--- config.mk ---
export PLATFORM = sky130hd
export DESIGN_NAME = serial_chunk_adder
export DESIGN_NICKNAME = d
export VERILOG_FILES = /design/src/rtl/adder_pkg.sv /design/src/rtl/chunk_adder.sv /design/src/rtl/serial_chunk_adder.sv
export SDC_FILE = /design/constraint.sdc
export NUM_CORES = 1
export LEC_CHECK = 0
export CORE_MARGIN = 10
export CORE_UTILIZATION = 45
export CTS_CLUSTER_DIAMETER = 40
export DETAILED_ROUTE_END_ITERATION = 6
export PLACE_DENSITY_LB_ADDON = 0.1
export SLEW_MARGIN = 20
export SYNTH_ARGS = -nofsm -noshare
export SYNTH_HDL_FRONTEND = slang
export SYNTH_SLANG_ARGS = --single-unit
--- constraint.sdc ---
create_clock -name clk -period 4 [get_ports clk]
set_input_delay 0.8 -clock clk [delete_from_list [all_inputs] [get_ports clk]]
set_output_delay 0.8 -clock clk [all_outputs]
set_load 0.01 [all_outputs]
--- src/rtl/adder_pkg.sv ---
// Shared types and helpers for the serial chunked adder.
package adder_pkg;

   typedef enum logic [1:0] {
      IDLE = 2'd0,
      RUN  = 2'd1,
      DONE = 2'd2
   } adder_state_t;

   // Number of chunk cycles needed to cover a full operand.
   function automatic int unsigned chunks(input int unsigned width, input int unsigned chunk);
      return width / chunk;
   endfunction

endpackage

--- src/rtl/chunk_adder.sv ---
// Combinational CHUNK-bit ripple of full-adder cells; also exposes the carry
// into the top bit so the caller can derive signed overflow.
module chunk_adder #(
   parameter int unsigned CHUNK = 4
) (
   input  logic [CHUNK-1:0] a,
   input  logic [CHUNK-1:0] b,
   input  logic             cin,
   output logic [CHUNK-1:0] s,
   output logic             cout,
   output logic             c_msb_in
);

   logic [CHUNK:0] c;

   assign c[0] = cin;

   for (genvar i = 0; i < CHUNK; i++) begin : g_fa
      assign s[i]   = a[i] ^ b[i] ^ c[i];
      assign c[i+1] = (a[i] & b[i]) | (c[i] & (a[i] ^ b[i]));
   end

   assign cout     = c[CHUNK];
   assign c_msb_in = c[CHUNK-1];

endmodule

--- src/rtl/serial_chunk_adder.sv ---
// Multi-cycle WIDTH-bit adder: a + b + cin computed CHUNK bits per clock, LSB
// first, with a start/busy/done handshake and a signed-overflow flag.
module serial_chunk_adder
   import adder_pkg::*;
#(
   parameter int unsigned WIDTH = 32,
   parameter int unsigned CHUNK = 4
) (
   input  logic             clk,
   input  logic             rst,
   input  logic             start,
   input  logic [WIDTH-1:0] a,
   input  logic [WIDTH-1:0] b,
   input  logic             cin,
   output logic             busy,
   output logic             done,
   output logic [WIDTH-1:0] sum,
   output logic             cout,
   output logic             overflow
);

   localparam int unsigned N     = chunks(WIDTH, CHUNK);
   localparam int unsigned IDX_W = (N > 1) ? $clog2(N) : 1;
   localparam logic [IDX_W-1:0] LAST  = IDX_W'(N - 1);
   localparam logic [WIDTH-1:0] CMASK = WIDTH'({CHUNK{1'b1}});

   if (CHUNK < 1 || CHUNK > WIDTH || (WIDTH % CHUNK) != 0) begin : g_bad_params
      $error("serial_chunk_adder: WIDTH must be a non-zero multiple of CHUNK");
   end

   adder_state_t     state;
   logic [WIDTH-1:0] a_q;
   logic [WIDTH-1:0] b_q;
   logic [WIDTH-1:0] acc_q;
   logic             carry_q;
   logic [IDX_W-1:0] idx;

   logic [31:0]      base_c;
   logic [CHUNK-1:0] a_chunk_c;
   logic [CHUNK-1:0] b_chunk_c;
   logic [CHUNK-1:0] s_c;
   logic             co_c;
   logic             cmsb_c;
   logic [WIDTH-1:0] acc_next_c;

   // Select the active chunk of each operand and merge its sum into the accumulator.
   assign base_c     = 32'(idx) * 32'(CHUNK);
   assign a_chunk_c  = CHUNK'(a_q >> base_c);
   assign b_chunk_c  = CHUNK'(b_q >> base_c);
   assign acc_next_c = (acc_q & ~(CMASK << base_c)) | (WIDTH'(s_c) << base_c);

   chunk_adder #(
      .CHUNK(CHUNK)
   ) u_chunk_adder (
      .a        (a_chunk_c),
      .b        (b_chunk_c),
      .cin      (carry_q),
      .s        (s_c),
      .cout     (co_c),
      .c_msb_in (cmsb_c)
   );

   always_ff @(posedge clk) begin
      if (rst) begin
         state    <= IDLE;
         a_q      <= '0;
         b_q      <= '0;
         acc_q    <= '0;
         carry_q  <= 1'b0;
         idx      <= '0;
         sum      <= '0;
         cout     <= 1'b0;
         overflow <= 1'b0;
         busy     <= 1'b0;
         done     <= 1'b0;
      end else begin
         case (state)
            IDLE, DONE: begin
               done <= 1'b0;
               if (start) begin
                  a_q     <= a;
                  b_q     <= b;
                  carry_q <= cin;
                  idx     <= '0;
                  acc_q   <= '0;
                  sum     <= '0;
                  busy    <= 1'b1;
                  state   <= RUN;
               end else begin
                  busy  <= 1'b0;
                  state <= IDLE;
               end
            end
            RUN: begin
               carry_q <= co_c;
               acc_q   <= acc_next_c;
               // Results are published only once the top chunk is in.
               if (idx == LAST) begin
                  sum      <= acc_next_c;
                  cout     <= co_c;
                  overflow <= co_c ^ cmsb_c;
                  busy     <= 1'b0;
                  done     <= 1'b1;
                  state    <= DONE;
               end else begin
                  idx <= idx + IDX_W'(1);
               end
            end
            default: begin
               busy  <= 1'b0;
               done  <= 1'b0;
               state <= IDLE;
            end
         endcase
      end
   end

endmodule

Word level (Yosys, flattened, before mapping)
Index checks and enable logic that the tools add are counted.

Register bits: 138. Input port bits: 68. Output and inout port bits: 36. Word-level logic and storage cells: 71.

Add/sub/neg operators: 1. Equal/unequal tests: 6. Shift-type cells: 4. Mux-type cells: 15. Bitwise gates (word level): 25. Reduce and logical (&&, ||, !) cells: 9.

Operators with widths (count): $pmux 32 s2 (2); $mux 32 (2); $shr 32x5->4 (2); $and 32x32->32 (1); $not 32->32 (1); $or 32x32->32 (1); $shl 4x5->32 (1); $shl 4x5->32 const A (1); $xor 1x1->1 (9); $and 1x1->1 (8); $mux 3 (2); $ne 2x2->1 const B (3); $pmux 3 s2 (1); $reduce_and 2->1 (3); $reduce_and 3->1 (2); $mux 1 (4); $or 1x1->1 (4); $pmux 1 s2 (2); $pmux 2 s2 (1); $reduce_or 2->1 (2); $add 3x1->3 const B (1); $eq 3x3->1 const B (1); $eq 2x1->1 const B (1); $eq 2x2->1 const B (1); 4 further kinds (4).

Longest topological paths before layout
Depth after elaboration: 13. Gate-level depth with buffers: 14. Mapped depth without buffers: 10.

Cells and area by module
From an unflattened synthesis, not the netlist that was laid out.

Cells, all modules: 645. Area, all modules: 5831.8 um^2.

By module, submodules not included: serial_chunk_adder (instances 1, cells an instance 633, area an instance 5721.7 um^2, sequential area each 2742.6 um^2); chunk_adder (instances 1, cells an instance 12, area an instance 110.1 um^2, sequential area each 0.0 um^2).

Least setup slack after synthesis
Ideal clock, no wire load.

Path type: flip-flop to flip-flop. Start: register idx[0]. End: register acc_q[15]. Setup time: 0.117 ns. Arrival: 3.178 ns. Setup slack: 0.705 ns. Stages on the path, launching flop included: 13. Buffers on the path: 3. Clock period less this slack: 3.295 ns. Cell sequence: dfxtp_1 buf_2 buf_4 mux4_2 mux2i_1 fa_1 fa_1 inv_1 fa_1 fa_1 clkbuf_2 a22o_1 a22o_1.

Word-level cells in the longest chain between the ends: 12. Elaborated cells between the ends (all ways): 22. Those cells by class: shift (4); mux (1); bitwise (17).

RTL lines: start, declared (line serial_chunk_adder.sv:36) `logic [IDX_W-1:0] idx;`; start signal, assigned (line serial_chunk_adder.sv:106) `idx <= idx + IDX_W'(1);`; $shr 32x5->4, on equally long branches (line serial_chunk_adder.sv:48, serial_chunk_adder.sv:49); $xor 1x1->1 (line chunk_adder.sv:20) `assign c[i+1] = (a[i] & b[i]) | (c[i] & (a[i] ^ b[i]));`; $and 1x1->1 (line chunk_adder.sv:20); $or 1x1->1 (line chunk_adder.sv:20); $and 1x1->1 (line chunk_adder.sv:20); $or 1x1->1 (line chunk_adder.sv:20); $and 1x1->1 (line chunk_adder.sv:20); $or 1x1->1 (line chunk_adder.sv:20); $xor 1x1->1 (line chunk_adder.sv:19) `assign s[i] = a[i] ^ b[i] ^ c[i];`; $shl 4x5->32 (line serial_chunk_adder.sv:50) `assign acc_next_c = (acc_q & ~(CMASK << base_c)) | (WIDTH'(s_c) << base_c);`; $or 32x32->32 * (line serial_chunk_adder.sv:50); $pmux 32 s2 * (line serial_chunk_adder.sv:77) `case (state)`; end signal, assigned (line serial_chunk_adder.sv:96) `acc_q <= acc_next_c;`; end, declared (line serial_chunk_adder.sv:34) `logic [WIDTH-1:0] acc_q;`.

Mark *: on every way between the ends. The rest lies on a longest branch, timed or not. A chain may end at the register's enable or synchronous reset.

Worst setup path in the final report
Start: register idx[0]. End: register sum[31].

Word-level cells in the longest chain between the ends: 13. Elaborated cells between the ends (all ways): 26. Those cells by class: eq/ne (2); shift (4); mux (2); bitwise (17); reduce/logical (1).

RTL lines: $shr 32x5->4, on equally long branches (line serial_chunk_adder.sv:48, serial_chunk_adder.sv:49); $xor 1x1->1 (line chunk_adder.sv:20); $and 1x1->1 (line chunk_adder.sv:20); $or 1x1->1 (line chunk_adder.sv:20); $and 1x1->1 (line chunk_adder.sv:20); $or 1x1->1 (line chunk_adder.sv:20); $and 1x1->1 (line chunk_adder.sv:20); $or 1x1->1 (line chunk_adder.sv:20); $xor 1x1->1 (line chunk_adder.sv:19); $shl 4x5->32 (line serial_chunk_adder.sv:50); $or 32x32->32 (line serial_chunk_adder.sv:50); $mux 32 (line serial_chunk_adder.sv:98) `if (idx == LAST) begin`; $pmux 32 s2 (line serial_chunk_adder.sv:77); end signal, assigned (line serial_chunk_adder.sv:99) `sum <= acc_next_c;`; end, declared (line serial_chunk_adder.sv:17) `output logic [WIDTH-1:0] sum,`.

Parallel ways exist; a longest one is shown, timed or not. The select of a mux whose other input is x is not followed.

==> impl_metrics.yaml <==
floorplanning:
  start_util_pct: 45.8
  fp.dieW_um: 133
  dieArea_um2: 17800
  ios: 104
  rows: 41
  die_y_um: 133
  core_area_um2: 12600
power:
  p_total_mw: 3.20
  p_leak_nw: 2.61
  power_density_nw_per_um2: 438
  ir_worst_vdd_mv: 0.280
setup_path:
  crit_chain: "buf_4 > mux4_2 > mux2i_1 > fa_1 > fa_1 > inv_1 > fa_1 > fa_1 > and3_1 > o211ai_1 > a21oi_1"
  criticalPathCategory: "flip-flop to flip-flop"
  critPathCaptureType: "flip-flop"
  cp_max_fo: 9
  critPathMaxStageDelay_ns: 0.75
  crit_top_cell: "fa_1"
  start_kind: "flip-flop"
  rr_startpoint: "idx[0]"
  reg2reg_depth: 11
  critical_path_buf_inv_count: 2
  reg2reg_to: "sum[31]"
  crit_family: "adder cells"
  worst_ep_required_time_ns: 4.35
  worstPathArrival_ns: 3.77
  worst_path_max_delay_cell: "fa_1"
  reg2reg_setup_slack_ns: 0.58
timing:
  timing.fmax_ghz: 0.292
  final-setup-viol-count: 0
  slew_violations: 0
  skew_ns: 0.0110
  worstMarginPinSlew_ns: 0.845
  fin_crit_ns: 3.42
  rsz0062_at_grt: "no"
  timing.final.hold_violations: 0
  relSlewSlack_pct: 43.7
  fin_tns_setup_ns: 0
  finalCritPeriodShare_pct: 85.5
global_routing:
  grt_max_degree: 59
  grt_pass1_wl_um: 24800
  grt_use_total_pct: 17.0
  grt_pass1_vias: 4946
  overflow: 0
  grt_antenna_before_repair: 0
placed_design:
  port_buffers: 103
  hpwlAfterDp_um: 10800
  dp.cells: 848
  gp_congestion: 0.872
clocking:
  cts_setup_buffers: 0
  post_cts_resized: 0
  cts-buffers-inserted: 17
  clk_path_buf_depth: 2
  cts_num_sinks: 134
  h-tree-depth: 4
  tritoncts: "built"
  cts_root_buf: "clkbuf_16"
  clkTransAtPathRegs_ns: 0.05
  clock_latency_ns: 0.42
  hold_buffers: 0
logic_synthesis:
  ys_seq_area_share_pct: 46.4
  yosys_warnings: 0
  synth_area_per_cell_um2: 9.39
  synth-async-reset-ratio_pct: 0
  synth-edff-count: 0
  syn_inst: 616
  synth_seq_cells: 134
  synth_cell_type_count: 45
  synth_fp_nets: 694
  synth_area_um2: 5780
  synthFlopType: "dfxtp_1"
route:
  drt_wl_total_um: 15100
  avgRoutedWirePerCell_um: 17.2
  final_antenna_net_count: 0
  vias_per_cell: 5.41
  first_pass_iters: 4
  drc_errors: 0
  via_count: 4747
  drtIter0Drc: 337
final_layout:
  layout.nets: 773
  diodes: 0
  area_growth_pct: 26.5
  finish.utilization_pct: 58.0
  stdcell_count: 877
  drive_above_1_share_pct: 10.1
hold_path:
  hold_start: "b_q[2]"
  hp-class: "flip-flop to flip-flop"
  hold_depth: 2
  hold_path_end: "b_q[2]"
outcome:
  outcome: "completed"
job:
  cap_violations: 0
## how the worst max path moves through the flow
stage / startpoint / to / cells after the start
after global placement: idx[0] / sum[31] / 10
after global routing: idx[0] / sum[31] / 10
final: idx[0] / sum[31] / 11
after floorplan: idx[0] / acc_q[15] / 12
after detailed placement: idx[0] / sum[31] / 10
after CTS: idx[0] / sum[31] / 10
## registers in the layout, summed over array words and instances (netlist names)
register and count:
cout 1, a_q 32, sum 32, b_q 32
acc_q 28, overflow 1, carry_q 1, done 1
state 2, busy 1, idx 3
## cell usage in the layout (no fill, tap or decap), types with 10 or more instances in the layout
master,count
a21oi_1,72
a22o_1,18
a311oi_1,12
buf_4,12
clkbuf_16,17
clkdlybuf4s50_1,102
dfxtp_1,133
inv_1,10
mux4_2,16
nand2_1,152
nand3_1,21
nor3_1,14
o2bb2ai_1,28
## power breakdown
| group | switching [mW] | internal [mW] | total (mW) |
|---|---|---|---|
| Sequential | 0.0359 | 1.39 | 1.43 |
| Clock | 0.537 | 0.840 | 1.38 |
| Combinational | 0.213 | 0.187 | 0.400 |
## synth_stat cells (9+ instances only)
| master | number | share of area, % |
|---|---|---|
| nand3_1 | 21 | 1.8 |
| nor3_1 | 14 | 1.2 |
| nand2_1 | 152 | 9.9 |
| a22o_1 | 18 | 2.7 |
| nor2_1 | 9 | 0.58 |
| o2bb2ai_1 | 28 | 4.2 |
| mux4_2 | 16 | 6.2 |
| a311oi_1 | 12 | 1.8 |
| buf_2 | 32 | 2.8 |
| inv_1 | 10 | 0.65 |
| a21oi_1 | 72 | 6.2 |
| dfxtp_1 | 134 | 46 |
## area by class of cell
class / instances / area, um^2
Inverter: 11 / 41.3
Multi-Input combinational cell: 417 / 2750
Tap cell: 172 / 215
Sequential cell: 134 / 2680
Clock buffer: 24 / 492
Timing Repair Buffer: 114 / 1110
Clock inverter: 5 / 25.0
Fill cell: 1170 / 5300
## worst register-to-register path: stages, from the launching register on
cell and delay [ns]:
dfxtp_2 0.49, buf_4 0.25, mux4_2 0.31, mux2i_1 0.22, fa_1 0.24, fa_1 0.18, inv_1 0.05, fa_1 0.41
fa_1 0.75, and3_1 0.21, o211ai_1 0.09, a21oi_1 0.18
## routing by layer
layer	track usage, %	vias up	part of all wire (%)
met5	0	-	0
met4	7.86	0	2.3
met3	4.51	26	5.0
met2	28.5	117	50
met1	19.8	2267	43
li1	-	2337	-
## metrics by stage
step	area, um^2	worst slack (ns)	hold slack [ns]
after global placement	6800	0.596	0.445
after global routing	7320	0.329	0.469
after CTS	7320	0.534	0.457
final	7320	0.579	0.456
after detailed placement	6800	0.558	0.447
after floorplan	5780	0.705	0.433
## cell families (layout without fill, tap and decap cells)
logic type | count (synthesis) | count (layout) | share of synthesized area, %
compound gates | 153 | 153 | 19.1
xor+xnor | 1 | 1 | 0.151
fa+ha+maj | 10 | 10 | 2.68
buf+inv | 65 | 154 | 6.16
flops | 134 | 134 | 46.4
mux | 20 | 20 | 6.92
simple gates | 233 | 233 | 18.6
(Power assumes the default switching activity.)
